$ cat src/rtl/spin_pkg.sv
// Shared types and constants for the LED spinner motion sequencer:
// FSM state encoding, level-to-prescaler speed table and default sizing.
package spin_pkg;

  typedef enum logic [2:0] {
    ST_IDLE    = 3'd0,
    ST_ACCEL   = 3'd1,
    ST_CRUISE  = 3'd2,
    ST_DECEL   = 3'd3,
    ST_REVERSE = 3'd4
  } state_e;

  localparam int DEFAULT_NUM_LEVELS = 6;
  localparam int DEFAULT_RAMP_TICKS = 4;

  // Entry [0] is the slowest running speed; entries 6 and 7 only exist so an
  // 8-level build still indexes a defined value (they repeat the fastest).
  localparam logic [7:0][3:0] LVL2SPEED = {
    4'h1, 4'h1, 4'h1, 4'h2, 4'h3, 4'h4, 4'h5, 4'hF
  };

  function automatic logic [3:0] lvl2speed(input logic [2:0] level);
    return LVL2SPEED[level];
  endfunction

endpackage

$ cat src/rtl/spin_pos_counter.sv
// Modulo-NUM_LEDS up/down position counter for the LED ring; steps once per
// enabled cycle in the direction given by dir_i (1 = increment).
module spin_pos_counter #(
  parameter int NUM_LEDS = 8,
  parameter int POS_W    = 3
) (
  input  logic             clk_i,
  input  logic             rst_ni,
  input  logic             en_i,
  input  logic             dir_i,
  output logic [POS_W-1:0] pos_o
);

  localparam logic [POS_W-1:0] LAST_POS = POS_W'(NUM_LEDS - 1);

  logic [POS_W-1:0] pos_q, pos_d;

  always_comb begin
    // NOTE: every combinational output gets a default first so no path
    // through the block leaves it unassigned (that would infer a latch).
    pos_d = pos_q;
    if (en_i) begin
      if (dir_i) pos_d = (pos_q == LAST_POS) ? '0 : pos_q + POS_W'(1);
      else       pos_d = (pos_q == '0) ? LAST_POS : pos_q - POS_W'(1);
    end
  end

  // NOTE: state registers use non-blocking assignment so every flop samples
  // the pre-edge values regardless of process evaluation order.
  always_ff @(posedge clk_i or negedge rst_ni) begin
    if (!rst_ni) pos_q <= '0;
    else         pos_q <= pos_d;
  end

  assign pos_o = pos_q;

endmodule

$ cat src/rtl/spin_speed_ctrl.sv
// Motion sequencer for the LED spinner: ramps speed levels up/down on prescaler
// ticks, handles start/stop/reverse. Optional: `define AUTO_REVERSE_EN.
module spin_speed_ctrl
  import spin_pkg::*;
#(
  parameter int NUM_LEVELS   = DEFAULT_NUM_LEVELS,
  parameter int RAMP_TICKS   = DEFAULT_RAMP_TICKS,
  parameter int NUM_LEDS     = 8,
  parameter int POS_W        = 3,
  parameter int CRUISE_TICKS = 32
) (
  input  logic             clk_i,
  input  logic             rst_ni,
  input  logic             start_i,
  input  logic             stop_i,
  input  logic             rev_i,
  input  logic             tick_i,
  output logic [3:0]       speed_o,
  output logic [2:0]       level_o,
  output logic [POS_W-1:0] pos_o,
  output logic             dir_o,
  output logic             running_o,
  output logic [2:0]       state_o
);

  localparam logic [7:0] RAMP_LAST = 8'(RAMP_TICKS - 1);
  localparam logic [2:0] TOP_LEVEL = 3'(NUM_LEVELS - 1);

  state_e     state_q, state_d;
  logic [2:0] level_q, level_d;
  logic [7:0] cnt_q, cnt_d;
  logic       dir_q, dir_d;
  logic       rev_pend_q, rev_pend_d;
  logic [3:0] speed_q;
  logic       running_q;
  logic       ramp_done;

  // >= rather than == so a counter carried over from a longer phase still ramps.
  assign ramp_done = (cnt_q >= RAMP_LAST);

`ifdef AUTO_REVERSE_EN
  localparam logic [7:0] CRUISE_LAST = 8'(CRUISE_TICKS - 1);
`else
  logic unused_cruise_ticks;
  assign unused_cruise_ticks = |8'(CRUISE_TICKS);
`endif

  always_comb begin
    state_d    = state_q;
    level_d    = level_q;
    cnt_d      = cnt_q;
    dir_d      = dir_q;
    rev_pend_d = rev_pend_q;

    unique case (state_q)
      ST_IDLE: begin
        if (!stop_i) begin
          if (start_i) begin
            state_d = ST_ACCEL;
            level_d = '0;
            cnt_d   = '0;
          end else if (rev_i) begin
            dir_d = ~dir_q;
          end
        end
      end

      ST_ACCEL, ST_CRUISE: begin
        if (stop_i) begin
          state_d    = ST_DECEL;
          rev_pend_d = 1'b0;
          cnt_d      = '0;
        end else if (rev_i) begin
          // Reversal keeps the ramp counter so deceleration continues the cadence.
          state_d    = ST_DECEL;
          rev_pend_d = 1'b1;
        end else if (tick_i && state_q == ST_ACCEL) begin
          if (ramp_done) begin
            cnt_d   = '0;
            level_d = level_q + 3'd1;
            if (level_d == TOP_LEVEL) state_d = ST_CRUISE;
          end else begin
            cnt_d = cnt_q + 8'd1;
          end
        end
`ifdef AUTO_REVERSE_EN
        else if (tick_i) begin
          if (cnt_q >= CRUISE_LAST) begin
            state_d    = ST_DECEL;
            rev_pend_d = 1'b1;
            cnt_d      = '0;
          end else begin
            cnt_d = cnt_q + 8'd1;
          end
        end
`endif
      end

      ST_DECEL: begin
        if (rev_i && !stop_i) rev_pend_d = 1'b1;
        if (tick_i) begin
          if (ramp_done) begin
            cnt_d = '0;
            if (level_q == '0) state_d = rev_pend_d ? ST_REVERSE : ST_IDLE;
            else               level_d = level_q - 3'd1;
          end else begin
            cnt_d = cnt_q + 8'd1;
          end
        end
      end

      ST_REVERSE: begin
        dir_d      = ~dir_q;
        rev_pend_d = 1'b0;
        level_d    = '0;
        cnt_d      = '0;
        state_d    = stop_i ? ST_DECEL : ST_ACCEL;
      end

      default: begin
        state_d = ST_IDLE;
        level_d = '0;
        cnt_d   = '0;
      end
    endcase
  end

  always_ff @(posedge clk_i or negedge rst_ni) begin
    if (!rst_ni) begin
      state_q    <= ST_IDLE;
      level_q    <= '0;
      cnt_q      <= '0;
      dir_q      <= 1'b1;
      rev_pend_q <= 1'b0;
      speed_q    <= lvl2speed(3'd0);
      running_q  <= 1'b0;
    end else begin
      state_q    <= state_d;
      level_q    <= level_d;
      cnt_q      <= cnt_d;
      dir_q      <= dir_d;
      rev_pend_q <= rev_pend_d;
      speed_q    <= lvl2speed(level_d);
      running_q  <= (state_d != ST_IDLE);
    end
  end

  spin_pos_counter #(
    .NUM_LEDS (NUM_LEDS),
    .POS_W    (POS_W)
  ) u_pos (
    .clk_i  (clk_i),
    .rst_ni (rst_ni),
    .en_i   (tick_i & running_q),
    .dir_i  (dir_q),
    .pos_o  (pos_o)
  );

  assign speed_o   = speed_q;
  assign level_o   = level_q;
  assign dir_o     = dir_q;
  assign running_o = running_q;
  assign state_o   = state_q;

endmodule

$ cat config.mk
export PLATFORM = sky130hd
export DESIGN_NAME = spin_speed_ctrl
export DESIGN_NICKNAME = d
export VERILOG_FILES = /design/src/rtl/spin_pkg.sv /design/src/rtl/spin_pos_counter.sv /design/src/rtl/spin_speed_ctrl.sv
export SDC_FILE = /design/constraint.sdc
export NUM_CORES = 1
export LEC_CHECK = 0
export CAP_MARGIN = 20
export CELL_PAD_IN_SITES_DETAIL_PLACEMENT = 0
export CELL_PAD_IN_SITES_GLOBAL_PLACEMENT = 1
export CORE_ASPECT_RATIO = 1.1
export CORE_UTILIZATION = 38
export CTS_CLUSTER_DIAMETER = 50
export DETAILED_ROUTE_END_ITERATION = 10
export GPL_TIMING_DRIVEN = 0
export MAX_ROUTING_LAYER = met4
export PLACE_DENSITY = 0.8
export REMOVE_ABC_BUFFERS = 1
export SLEW_MARGIN = 20
export SYNTH_ARGS = -nofsm -noshare
export SYNTH_HDL_FRONTEND = slang
export SYNTH_HIERARCHICAL = 1
export SYNTH_SLANG_ARGS = --single-unit
$ cat constraint.sdc
create_clock -name clk_i -period 2.7 [get_ports clk_i]
set_clock_uncertainty 0.1 [all_clocks]
set_input_delay 0.27 -clock clk_i [delete_from_list [all_inputs] [get_ports clk_i]]
set_output_delay 0.27 -clock clk_i [all_outputs]
set_load 0.01 [all_outputs]
==> results of run 1 <==
per-layer routing:
layer  vias up  part of all wire (%)  global-route usage [%]
met4         0                  0.91                    3.62
met5         -                     0                       -
met2        25                    52                    31.4
met3         4                   3.0                    2.71
li1        700                     -                       -
met1       721                    44                    21.4
stage by stage:
step	setup slack (ns)	power (mW)	instances
CTS	0.00863	1.96	248
floorplan	0.142	1.31	169
global route	-0.000724	2.16	252
detailed placement	-0.163	1.68	241
global placement	-0.114	1.63	241
finish	0.116	2.00	252
state kept, by name (all words and copies together), names as in the netlist:
signal and flops:
state_o 3, rev_pend_q 1, u_pos/pos_o 3, dir_o 1
speed_o 4, running_o 1, level_o 3, cnt_q 8
cells by family (layout without fill, tap and decap cells):
kind of cell	count (synthesis)	in the layout
multiplexers	4	4
XOR/XNOR	3	3
AND/OR/NAND/NOR	71	71
flip-flops	24	24
AO/OA/AOI/OAI	45	45
adder cells (fa/ha/maj)	13	13
buffers and inverters	16	40
area by class of cell:
| class | count | share of cell area, % |
|---|---|---|
| clock buffer | 4 | 2.70 |
| sequential | 24 | 30.0 |
| tap | 52 | 3.20 |
| timing repair buffer | 27 | 12.3 |
| multi-input combinational | 136 | 50.2 |
| inverter | 9 | 1.66 |
cells in the mapped netlist, types with 3 or more instances:
cell type / number
sky130_fd_sc_hd__nor2b_1: 3
sky130_fd_sc_hd__nor2_1: 13
sky130_fd_sc_hd__and3_1: 3
sky130_fd_sc_hd__mux2_2: 3
sky130_fd_sc_hd__inv_1: 9
sky130_fd_sc_hd__dfrtp_1: 19
sky130_fd_sc_hd__a21oi_1: 6
sky130_fd_sc_hd__clkbuf_1: 3
sky130_fd_sc_hd__o211ai_1: 3
sky130_fd_sc_hd__and2_1: 3
sky130_fd_sc_hd__o21ai_0: 8
sky130_fd_sc_hd__dfstp_2: 5
sky130_fd_sc_hd__nand2b_1: 8
sky130_fd_sc_hd__o221ai_1: 3
sky130_fd_sc_hd__o31ai_1: 3
sky130_fd_sc_hd__nor3_1: 5
sky130_fd_sc_hd__ha_1: 12
sky130_fd_sc_hd__nand2_1: 12
sky130_fd_sc_hd__a41oi_1: 4
sky130_fd_sc_hd__and2_2: 3
worst max-delay path by stage:
stage	from	endpoint	slack, ns	cells after the start
CTS	cnt_q[1]	speed_o[1]	0.009	9
floorplan	cnt_q[0]	speed_o[1]	0.14	9
global route	cnt_q[5]	speed_o[0]	-0.0007	10
detailed placement	cnt_q[0]	speed_o[0]	-0.16	11
finish	cnt_q[5]	speed_o[1]	0.12	8
global placement	cnt_q[0]	speed_o[0]	-0.11	11
power breakdown:
| part | switching, mW | internal, mW |
|---|---|---|
| combinational | 0.558 | 0.549 |
| sequential | 0.153 | 0.489 |
| clock | 0.116 | 0.130 |
| total | 0.827 | 1.17 |
placed cells by master (no fill, tap or decap), types with 2 or more instances in the layout:
cell / count
sky130_fd_sc_hd__and3_1: 3
sky130_fd_sc_hd__nand4b_1: 2
sky130_fd_sc_hd__a41oi_1: 4
sky130_fd_sc_hd__o211ai_1: 3
sky130_fd_sc_hd__nand2_1: 12
sky130_fd_sc_hd__o21ai_0: 8
sky130_fd_sc_hd__a21oi_1: 5
sky130_fd_sc_hd__mux2_2: 3
sky130_fd_sc_hd__o221ai_1: 3
sky130_fd_sc_hd__nor3b_1: 2
sky130_fd_sc_hd__dfstp_2: 5
sky130_fd_sc_hd__clkdlybuf4s50_1: 19
sky130_fd_sc_hd__nor2b_1: 2
sky130_fd_sc_hd__nor2_1: 13
sky130_fd_sc_hd__and2_1: 3
sky130_fd_sc_hd__and3b_1: 2
sky130_fd_sc_hd__nand4_1: 2
sky130_fd_sc_hd__buf_4: 6
sky130_fd_sc_hd__dfrtp_1: 16
sky130_fd_sc_hd__inv_1: 9
sky130_fd_sc_hd__ha_1: 12
sky130_fd_sc_hd__clkbuf_8: 4
sky130_fd_sc_hd__nand2b_1: 8
sky130_fd_sc_hd__o31ai_1: 2
sky130_fd_sc_hd__xnor2_1: 2
sky130_fd_sc_hd__a21o_1: 2
sky130_fd_sc_hd__nor3_1: 3
sky130_fd_sc_hd__dfrtp_2: 3
sky130_fd_sc_hd__and2_2: 3
sky130_fd_sc_hd__nor3_2: 3
what timing repair did:
action                                 in CTS  in global routing
setup endpoints to repair                   3                  3
gates resized for setup                     3                  7
endpoints found under the hold margin       0                 19
pin swaps                                   3                  5
hold buffers                                0                  1
setup buffers                               3                  3
==> results.toml, run 1 <==
[synth]
synth_edf_count = 0
muxShareOfSynthArea_pct = 2.62
synthTopCellsByArea = "sky130_fd_sc_hd__dfrtp_1 (28%), sky130_fd_sc_hd__ha_1 (9.0%), sky130_fd_sc_hd__dfstp_2 (7.9%)"
compound_cell_area_share_of_the_yosys_netlist_pct = 20.7
synth_cells = 176
netlist_area_um2 = 1670
yosys_most_used_dff = "sky130_fd_sc_hd__dfrtp_1"
xor_and_xnor_fraction_of_the_mapped_netlist_area_pct = 1.57
ys_warn_count = 6
yosys.area_share.simple_pct = 24.7
synthDominantCellAreaShare_pct = 28.4
seq_area_frac_synth_pct = 36.3
postSynthAreaPerCell_um2 = 9.50
number_of_library_cell_types_mapped_by_synthesis = 60
async_reset_ff_share_pct = 100
yosys_register_bits = 24
synth-adder-area-share_pct = 9.57
netlist.top_cell.by_area = "sky130_fd_sc_hd__dfrtp_1"
largest_family_of_logic_cells_by_synthesized_area = "simple AND/OR/NAND/NOR gates"

[setup_path]
reg2reg_setup_slack_ns = 0.12
endpoint_kind = "flip-flop"
worst-path-buf-inv = 0
crit-reg2reg-launch = "cnt_q[5]"
critical_path.max_stage_delay_ns = 0.61
critical_path.reg2reg.endpoint = "speed_o[1]"
timing.critical_path.slowest_stage_cell = "sky130_fd_sc_hd__or4_4"
critical_path_required_ns = 2.79
cp_data_arrival_time_ns = 2.68
timing_worst_setup_path_type = "flip-flop to flip-flop"
timing.critical_path.from_type = "flip-flop"
worst_path_dominant_cell_family = "compound AO/OA/AOI/OAI gates"
timing.critical_path.cells = "or4_4 > o21ai_4 > o31ai_1 > a311o_1 > ha_1 > o21a_1 > a32oi_1 > o31ai_2"
timing.critical_path.fanout_max = 5
worst-r2r-cell-count = 8

[routing]
drc_errors = 0
post_drt_wl_per_cell_um = 15.2
drt.antenna.violating_nets = 0
drt-initial-drc-count = 19
wirelength_um = 3830
firstDrtPassIters = 4
detailed_route_via_count = 1450
via_per_inst = 5.75

[final_layout]
area_growth_pct = 21.7
num-nets-final = 219
stdcell_area_um2 = 2040
filler_cell_count = 396
finalCoreUtilization_pct = 49.8
antenna_cells_inserted = 0
final_layout_size_suffix_gt1_share_pct = 20.5
multi_input_area_um2 = 1020
sequential_cell_area_um2 = 611

[clock_tree]
cts_root_buffer = "sky130_fd_sc_hd__clkbuf_8"
cts.htree.levels = 1
cts_buffers = 3
insertion_delay_ns = 0.26
ctsLongestPathBuffers = 2
cts_tree = "done"
numClockSinks = 24
clkSlewWorstSetupHoldPaths_ns = 0.09

[timing]
final.min_clock_period_ns = 2.58
timing_max_transition_violations_final = 0
final-hold-violation-count = 0
setup-violations-final = 0
worstMarginPinSlew_ns = 0.552
timing.final.crit_share_pct = 95.7
final_hold_slack_ns = 0.419
slew-limit-headroom_pct = 63.2
fmaxAchievable_ghz = 0.387
setup-tns-final_ns = 0

[floorplan]
core_area_um2 = 4080
initial_utilization_pct = 41.0
fp.dieW_um = 65.3
dieHeight_um = 71.6
floorplan.io_pins = 21
floorplan.rows = 24
dieArea_um2 = 4670

[min_path]
min-delay-path-class = "primary input to asynchronous set/reset pin"

[placed_design]
place.detailed.hpwl_um = 2780
place_area_um2 = 1900
gp_congestion = 0.790
io_buffers = 20

[run]
maxCapViolations = 0

[power_and_ir_drop]
power_density_nw_per_um2 = 980
power_leakage_nw = 0.893
irDropWorstVdd_uv = 419

[global_routing]
grt_first_pass_wirelength_um = 6360
first_global_vias = 1377
pin_count_of_the_biggest_net_entering_global_routing = 25
antenna_found_initial = 0
global_route.usage.total_pct = 17.8
grt_remaining_overflow = 0

[status]
run_status = "finished clean"
Note: power is estimated with default switching activity, not from simulation.
==> inputs of run 2 (changes only) <==
--- a/config.mk
+++ b/config.mk
@@ -14,7 +14,7 @@
 export DETAILED_ROUTE_END_ITERATION = 10
 export GPL_TIMING_DRIVEN = 0
 export MAX_ROUTING_LAYER = met4
-export PLACE_DENSITY = 0.8
+export PLACE_DENSITY = 0.76
 export REMOVE_ABC_BUFFERS = 1
 export SLEW_MARGIN = 20
 export SYNTH_ARGS = -nofsm -noshare
==> constraint.sdc (replaced) <==
create_clock -name clk_i -period 2.7 [get_ports clk_i]
set_clock_uncertainty 0.1 [all_clocks]
set_input_delay 0.27 -clock clk_i [delete_from_list [all_inputs] [get_ports clk_i]]
set_output_delay 0.27 -clock clk_i [all_outputs]
set_load 0.005 [all_outputs]
==> results.toml, run 2 (synthesis gave the netlist of run 1 again) <==
[power_and_ir_drop]
irDropWorstVdd_uv = 436
power_leakage_nw = 0.903
power_density_nw_per_um2 = 988
design_power_total_mw = 2.03

[timing]
setup-violations-final = 0
rsz_0062_raised_after_global_routing = "true"
timing_max_transition_violations_final = 0
worst_slack_ns = 0.0352
slew-limit-headroom_pct = 63.9
final-hold-violation-count = 0
timing.final.crit_share_pct = 98.7
final.min_clock_period_ns = 2.66
fmaxAchievable_ghz = 0.375
worstMarginPinSlew_ns = 0.533

[clock_tree]
cts_root_buffer = "sky130_fd_sc_hd__clkbuf_8"
cts_tree = "done"
cts_buffers = 3
numClockSinks = 24
cts.htree.levels = 1
clkSlewWorstSetupHoldPaths_ns = 0.09
insertion_delay_ns = 0.27
ctsLongestPathBuffers = 2

[final_layout]
antenna_cells_inserted = 0
num-nets-final = 220
area_growth_pct = 23.1
final_cell_count_no_fill = 253
largest_register_ffs = 8
stdcell_area_um2 = 2060
finalCoreUtilization_pct = 50.4
final_layout_size_suffix_gt1_share_pct = 20.4
top_register = "cnt_q"
mostFrequentLayoutCells = "sky130_fd_sc_hd__clkdlybuf4s50_1 (19), sky130_fd_sc_hd__dfrtp_1 (17), sky130_fd_sc_hd__nor2_1 (13), sky130_fd_sc_hd__nand2_1 (12), sky130_fd_sc_hd__ha_1 (12)"
final_common_cell = "sky130_fd_sc_hd__clkdlybuf4s50_1"

[global_routing]
grt_remaining_overflow = 0
grt_first_pass_wirelength_um = 6380
global_route.usage.total_pct = 18.0
pin_count_of_the_biggest_net_entering_global_routing = 25
first_global_vias = 1399
antenna_found_initial = 0

[setup_path]
cp_data_arrival_time_ns = 2.76
worst-r2r-cell-count = 8
timing.critical_path.from_type = "flip-flop"
timing.critical_path.fanout_max = 6
critical_path_required_ns = 2.80
timing_worst_setup_path_type = "flip-flop to flip-flop"
endpoint_kind = "flip-flop"

[floorplan]
fp.dieW_um = 65.3
dieArea_um2 = 4670
core_area_um2 = 4080
initial_utilization_pct = 41.0
floorplan.rows = 24
dieHeight_um = 71.6
floorplan.io_pins = 21

[routing]
via_per_inst = 5.53
drt-initial-drc-count = 26
routedLengthMet1_um = 1650
detailed_route_via_count = 1398
route.top_layer_used = "met4"
wirelength_um = 3770
firstDrtPassIters = 5
drt.antenna.violating_nets = 0
drc_errors = 0
post_drt_wl_per_cell_um = 14.9
wl_met3_um = 116
met2RoutedLength_um = 1970

[placed_design]
place.detailed.hpwl_um = 2820
placement.setup.worst_slack_ns = -0.152
io_buffers = 20
gp_congestion = 0.809
place_area_um2 = 1900
placed_cells_incl_taps = 241

[status]
run_status = "finished clean"

[min_path]
min-delay-path-class = "primary input to asynchronous set/reset pin"

[run]
maxCapViolations = 0
## run 2: cell types whose count changed in the layout (fill, tap and decap cells not counted)
cell / change
sky130_fd_sc_hd__a21oi_1: +1
sky130_fd_sc_hd__a21oi_2: -1
sky130_fd_sc_hd__buf_4: +1
sky130_fd_sc_hd__bufinv_16: +1
sky130_fd_sc_hd__clkbuf_8: -1
sky130_fd_sc_hd__dfrtp_1: +1
sky130_fd_sc_hd__dfrtp_2: -1
sky130_fd_sc_hd__nor3_1: -1
sky130_fd_sc_hd__nor3_2: +1
## run 2: timing repair
action,CTS,global route
endpoints found under the setup margin,2,3
hold buffers,0,1
gates resized for setup,4,5
pin swaps,4,5
setup buffers,5,2
endpoints found under the hold margin,0,19
## run 2: path summary, 6_finish.rpt
path,start,to,slack [ns]
worst min register to register,cnt_q[7],cnt_q[7],0.42
min in group clk_i,cnt_q[7],cnt_q[7],0.42
worst max register to register,cnt_q[2],speed_o[1],0.04
worst min-delay path,rst_ni,rev_pend_q,0.41
worst max-delay path,cnt_q[2],speed_o[1],0.04
max in group asynchronous,rst_ni,cnt_q[2],1.70
## run 2: per-stage QoR
stage	hold slack (ns)	setup TNS, ns
floorplan	-0.126	0
global placement	0.394	-0.224
detailed placement	0.409	-0.303
CTS	0.429	0
global route	0.459	-0.0939
finish	0.412	0
## run 2: power breakdown
group | total (mW) | leakage, nW | internal, mW | switching, mW
Clock | 0.314 | 0.0357 | 0.198 | 0.116
Combinational | 1.08 | 0.576 | 0.555 | 0.524
Sequential | 0.642 | 0.291 | 0.489 | 0.153
Total | 2.03 | 0.903 | 1.24 | 0.793
## run 2: layout make-up
class	instances	area, µm²
clock buffer	3	41.3
clock inverter	1	30.0
fill	413	2020
inverter	9	33.8
multi-input combinational	136	1020
sequential	24	609
tap	52	65.1
timing repair buffer	28	258
## run 2: critical path, stage by stage, from the launching register on
cell,delay (ns)
sky130_fd_sc_hd__dfrtp_2,0.45
sky130_fd_sc_hd__or4_4,0.56
sky130_fd_sc_hd__o21ai_4,0.28
sky130_fd_sc_hd__o31ai_2,0.12
sky130_fd_sc_hd__a311o_1,0.42
sky130_fd_sc_hd__ha_1,0.25
sky130_fd_sc_hd__o21a_1,0.12
sky130_fd_sc_hd__a32oi_1,0.19
sky130_fd_sc_hd__o31ai_1,0.10
## run 2: routing by layer
metal	vias to the layer above	track usage, %
li1	700	-
met1	659	21.4
met2	31	31.4
met3	8	2.71
met4	0	4.83
met5	-	-
==> inputs of run 3 (changes only) <==
--- a/config.mk
+++ b/config.mk
@@ -9,12 +9,12 @@
 export CELL_PAD_IN_SITES_DETAIL_PLACEMENT = 0
 export CELL_PAD_IN_SITES_GLOBAL_PLACEMENT = 1
 export CORE_ASPECT_RATIO = 1.1
-export CORE_UTILIZATION = 38
+export CORE_UTILIZATION = 46
 export CTS_CLUSTER_DIAMETER = 50
 export DETAILED_ROUTE_END_ITERATION = 10
 export GPL_TIMING_DRIVEN = 0
 export MAX_ROUTING_LAYER = met4
-export PLACE_DENSITY = 0.76
+export PLACE_DENSITY = 0.86
 export REMOVE_ABC_BUFFERS = 1
 export SLEW_MARGIN = 20
 export SYNTH_ARGS = -nofsm -noshare
==> constraint.sdc (replaced) <==
create_clock -name clk_i -period 3.2 [get_ports clk_i]
set_clock_uncertainty 0.1 [all_clocks]
set_input_delay 0.32 -clock clk_i [delete_from_list [all_inputs] [get_ports clk_i]]
set_output_delay 0.32 -clock clk_i [all_outputs]
set_load 0.005 [all_outputs]
==> results.toml, run 3 (synthesis gave the netlist of run 1 again) <==
[placed_design]
place.detailed.hpwl_um = 2590
placed_cells_incl_taps = 237
place_area_um2 = 1890
io_buffers = 20
placement.setup.worst_slack_ns = 0.328
gp_congestion = 0.869

[floorplan]
dieArea_um2 = 3880
fp.dieW_um = 59.5
floorplan.io_pins = 21
initial_utilization_pct = 49.0
core_area_um2 = 3410
dieHeight_um = 65.3
floorplan.rows = 22

[routing]
firstDrtPassIters = 4
detailed_route_via_count = 1390
drc_errors = 0
wirelength_um = 3510
post_drt_wl_per_cell_um = 14.5
drt-initial-drc-count = 48
via_per_inst = 5.74
drt.antenna.violating_nets = 0

[timing]
rsz_0062_raised_after_global_routing = "false"
timing.final.crit_share_pct = 89.4
setup-tns-final_ns = 0
final-hold-violation-count = 0
slew-limit-headroom_pct = 64.1
setup-violations-final = 0
fmaxAchievable_ghz = 0.350
final.min_clock_period_ns = 2.86
worstMarginPinSlew_ns = 0.531
final_hold_slack_ns = 0.428
worst_slack_ns = 0.339
timing_max_transition_violations_final = 0

[final_layout]
mostFrequentLayoutCells = "sky130_fd_sc_hd__dfrtp_1 (19), sky130_fd_sc_hd__clkdlybuf4s50_1 (19), sky130_fd_sc_hd__nor2_1 (13), sky130_fd_sc_hd__nand2_1 (12), sky130_fd_sc_hd__ha_1 (12)"
final_cell_count_no_fill = 242
num-nets-final = 213
final_layout_size_suffix_gt1_share_pct = 12.9
largest_register_ffs = 8
top_register = "cnt_q"
area_growth_pct = 16.5
finalCoreUtilization_pct = 57.1
stdcell_area_um2 = 1950
antenna_cells_inserted = 0

[clock_tree]
clkSlewWorstSetupHoldPaths_ns = 0.13
cts_tree = "done"
numClockSinks = 24
cts.htree.levels = 1
insertion_delay_ns = 0.31
cts_root_buffer = "sky130_fd_sc_hd__clkbuf_4"
post_cts_resized = 0
ctsLongestPathBuffers = 2
cts_buffers = 3

[power_and_ir_drop]
power_density_nw_per_um2 = 815
design_power_total_mw = 1.59
power_leakage_nw = 0.860
irDropWorstVdd_uv = 380

[global_routing]
use_met1_pct = 24.8
global_route.usage.total_pct = 20.7
antenna_found_initial = 0
pin_count_of_the_biggest_net_entering_global_routing = 25
first_global_vias = 1389
grt_first_pass_wirelength_um = 6010
globalRouteMet2Util_pct = 35.5
grt_remaining_overflow = 0
global_route.usage.met3_pct = 2.56
busiest_layer = "met2"

[setup_path]
timing.critical_path.from_type = "flip-flop"
timing.critical_path.fanout_max = 7
cp_launch_point = "cnt_q[0]"
critical_path_required_ns = 3.35
endpoint_kind = "flip-flop"
timing_worst_setup_path_type = "flip-flop to flip-flop"
cp_data_arrival_time_ns = 3.01
crit-reg2reg-launch = "cnt_q[0]"

[run]
maxCapViolations = 0

[status]
run_status = "finished clean"

[min_path]
min-delay-path-class = "primary input to asynchronous set/reset pin"
## run 3: cell types whose count changed in the layout (fill, tap and decap cells not counted), moves of 2 or more
| cell | before | now |
|---|---|---|
| sky130_fd_sc_hd__nor3_1 | 2 | 5 |
| sky130_fd_sc_hd__clkbuf_4 | 0 | 3 |
| sky130_fd_sc_hd__clkbuf_8 | 3 | 0 |
| sky130_fd_sc_hd__nor3_2 | 4 | 1 |
| sky130_fd_sc_hd__dfrtp_1 | 17 | 19 |
| sky130_fd_sc_hd__buf_4 | 7 | 0 |
| sky130_fd_sc_hd__dfrtp_2 | 2 | 0 |
## run 3: layout make-up
class                           instances  area, µm²
Fill cell                             318       1470
Clock inverter                          1       30.0
Sequential cell                        24        607
Multi-Input combinational cell        136        990
Inverter                                9       33.8
Tap cell                               48       60.1
Timing Repair Buffer                   21        205
Clock buffer                            3       22.5
## run 3: worst paths after layout
check / slack (ns) / depth (start not counted) / end
hold / removal: 0.43 / 2 / rev_pend_q
setup reg to reg: 0.34 / 9 / speed_o[1]
hold reg to reg: 0.44 / 1 / dir_o
min in group clk_i: 0.44 / 1 / dir_o
max in group asynchronous: 2.20 / 2 / speed_o[2]
setup / recovery: 0.34 / 9 / speed_o[1]
## run 3: routing by layer
metal / routed length (µm) / share of wire (%)
met5: 0 / 0
met2: 1780 / 51
met3: 116 / 3.3
met4: 23 / 0.66
met1: 1590 / 45
## run 3: critical path, stage by stage (launching register included)
cell	delay [ns]
sky130_fd_sc_hd__dfrtp_1	0.45
sky130_fd_sc_hd__ha_1	0.24
sky130_fd_sc_hd__or3_1	0.51
sky130_fd_sc_hd__o21ai_4	0.25
sky130_fd_sc_hd__o31ai_1	0.15
sky130_fd_sc_hd__a311o_1	0.43
sky130_fd_sc_hd__ha_1	0.25
sky130_fd_sc_hd__o21a_1	0.11
sky130_fd_sc_hd__a32oi_1	0.21
sky130_fd_sc_hd__o31ai_1	0.10
## run 3: what timing repair did
action | in CTS | in global routing
hold buffers | 0 | 1
buffers inserted | 0 | 0
endpoints found under the hold margin | 0 | 19
## run 3: where the power goes
part           internal [mW]  switching (mW)  leakage (nW)  total (mW)
registers              0.411           0.133         0.293       0.544
clock network          0.127          0.0927        0.0279       0.219
logic                  0.421           0.404         0.540       0.825
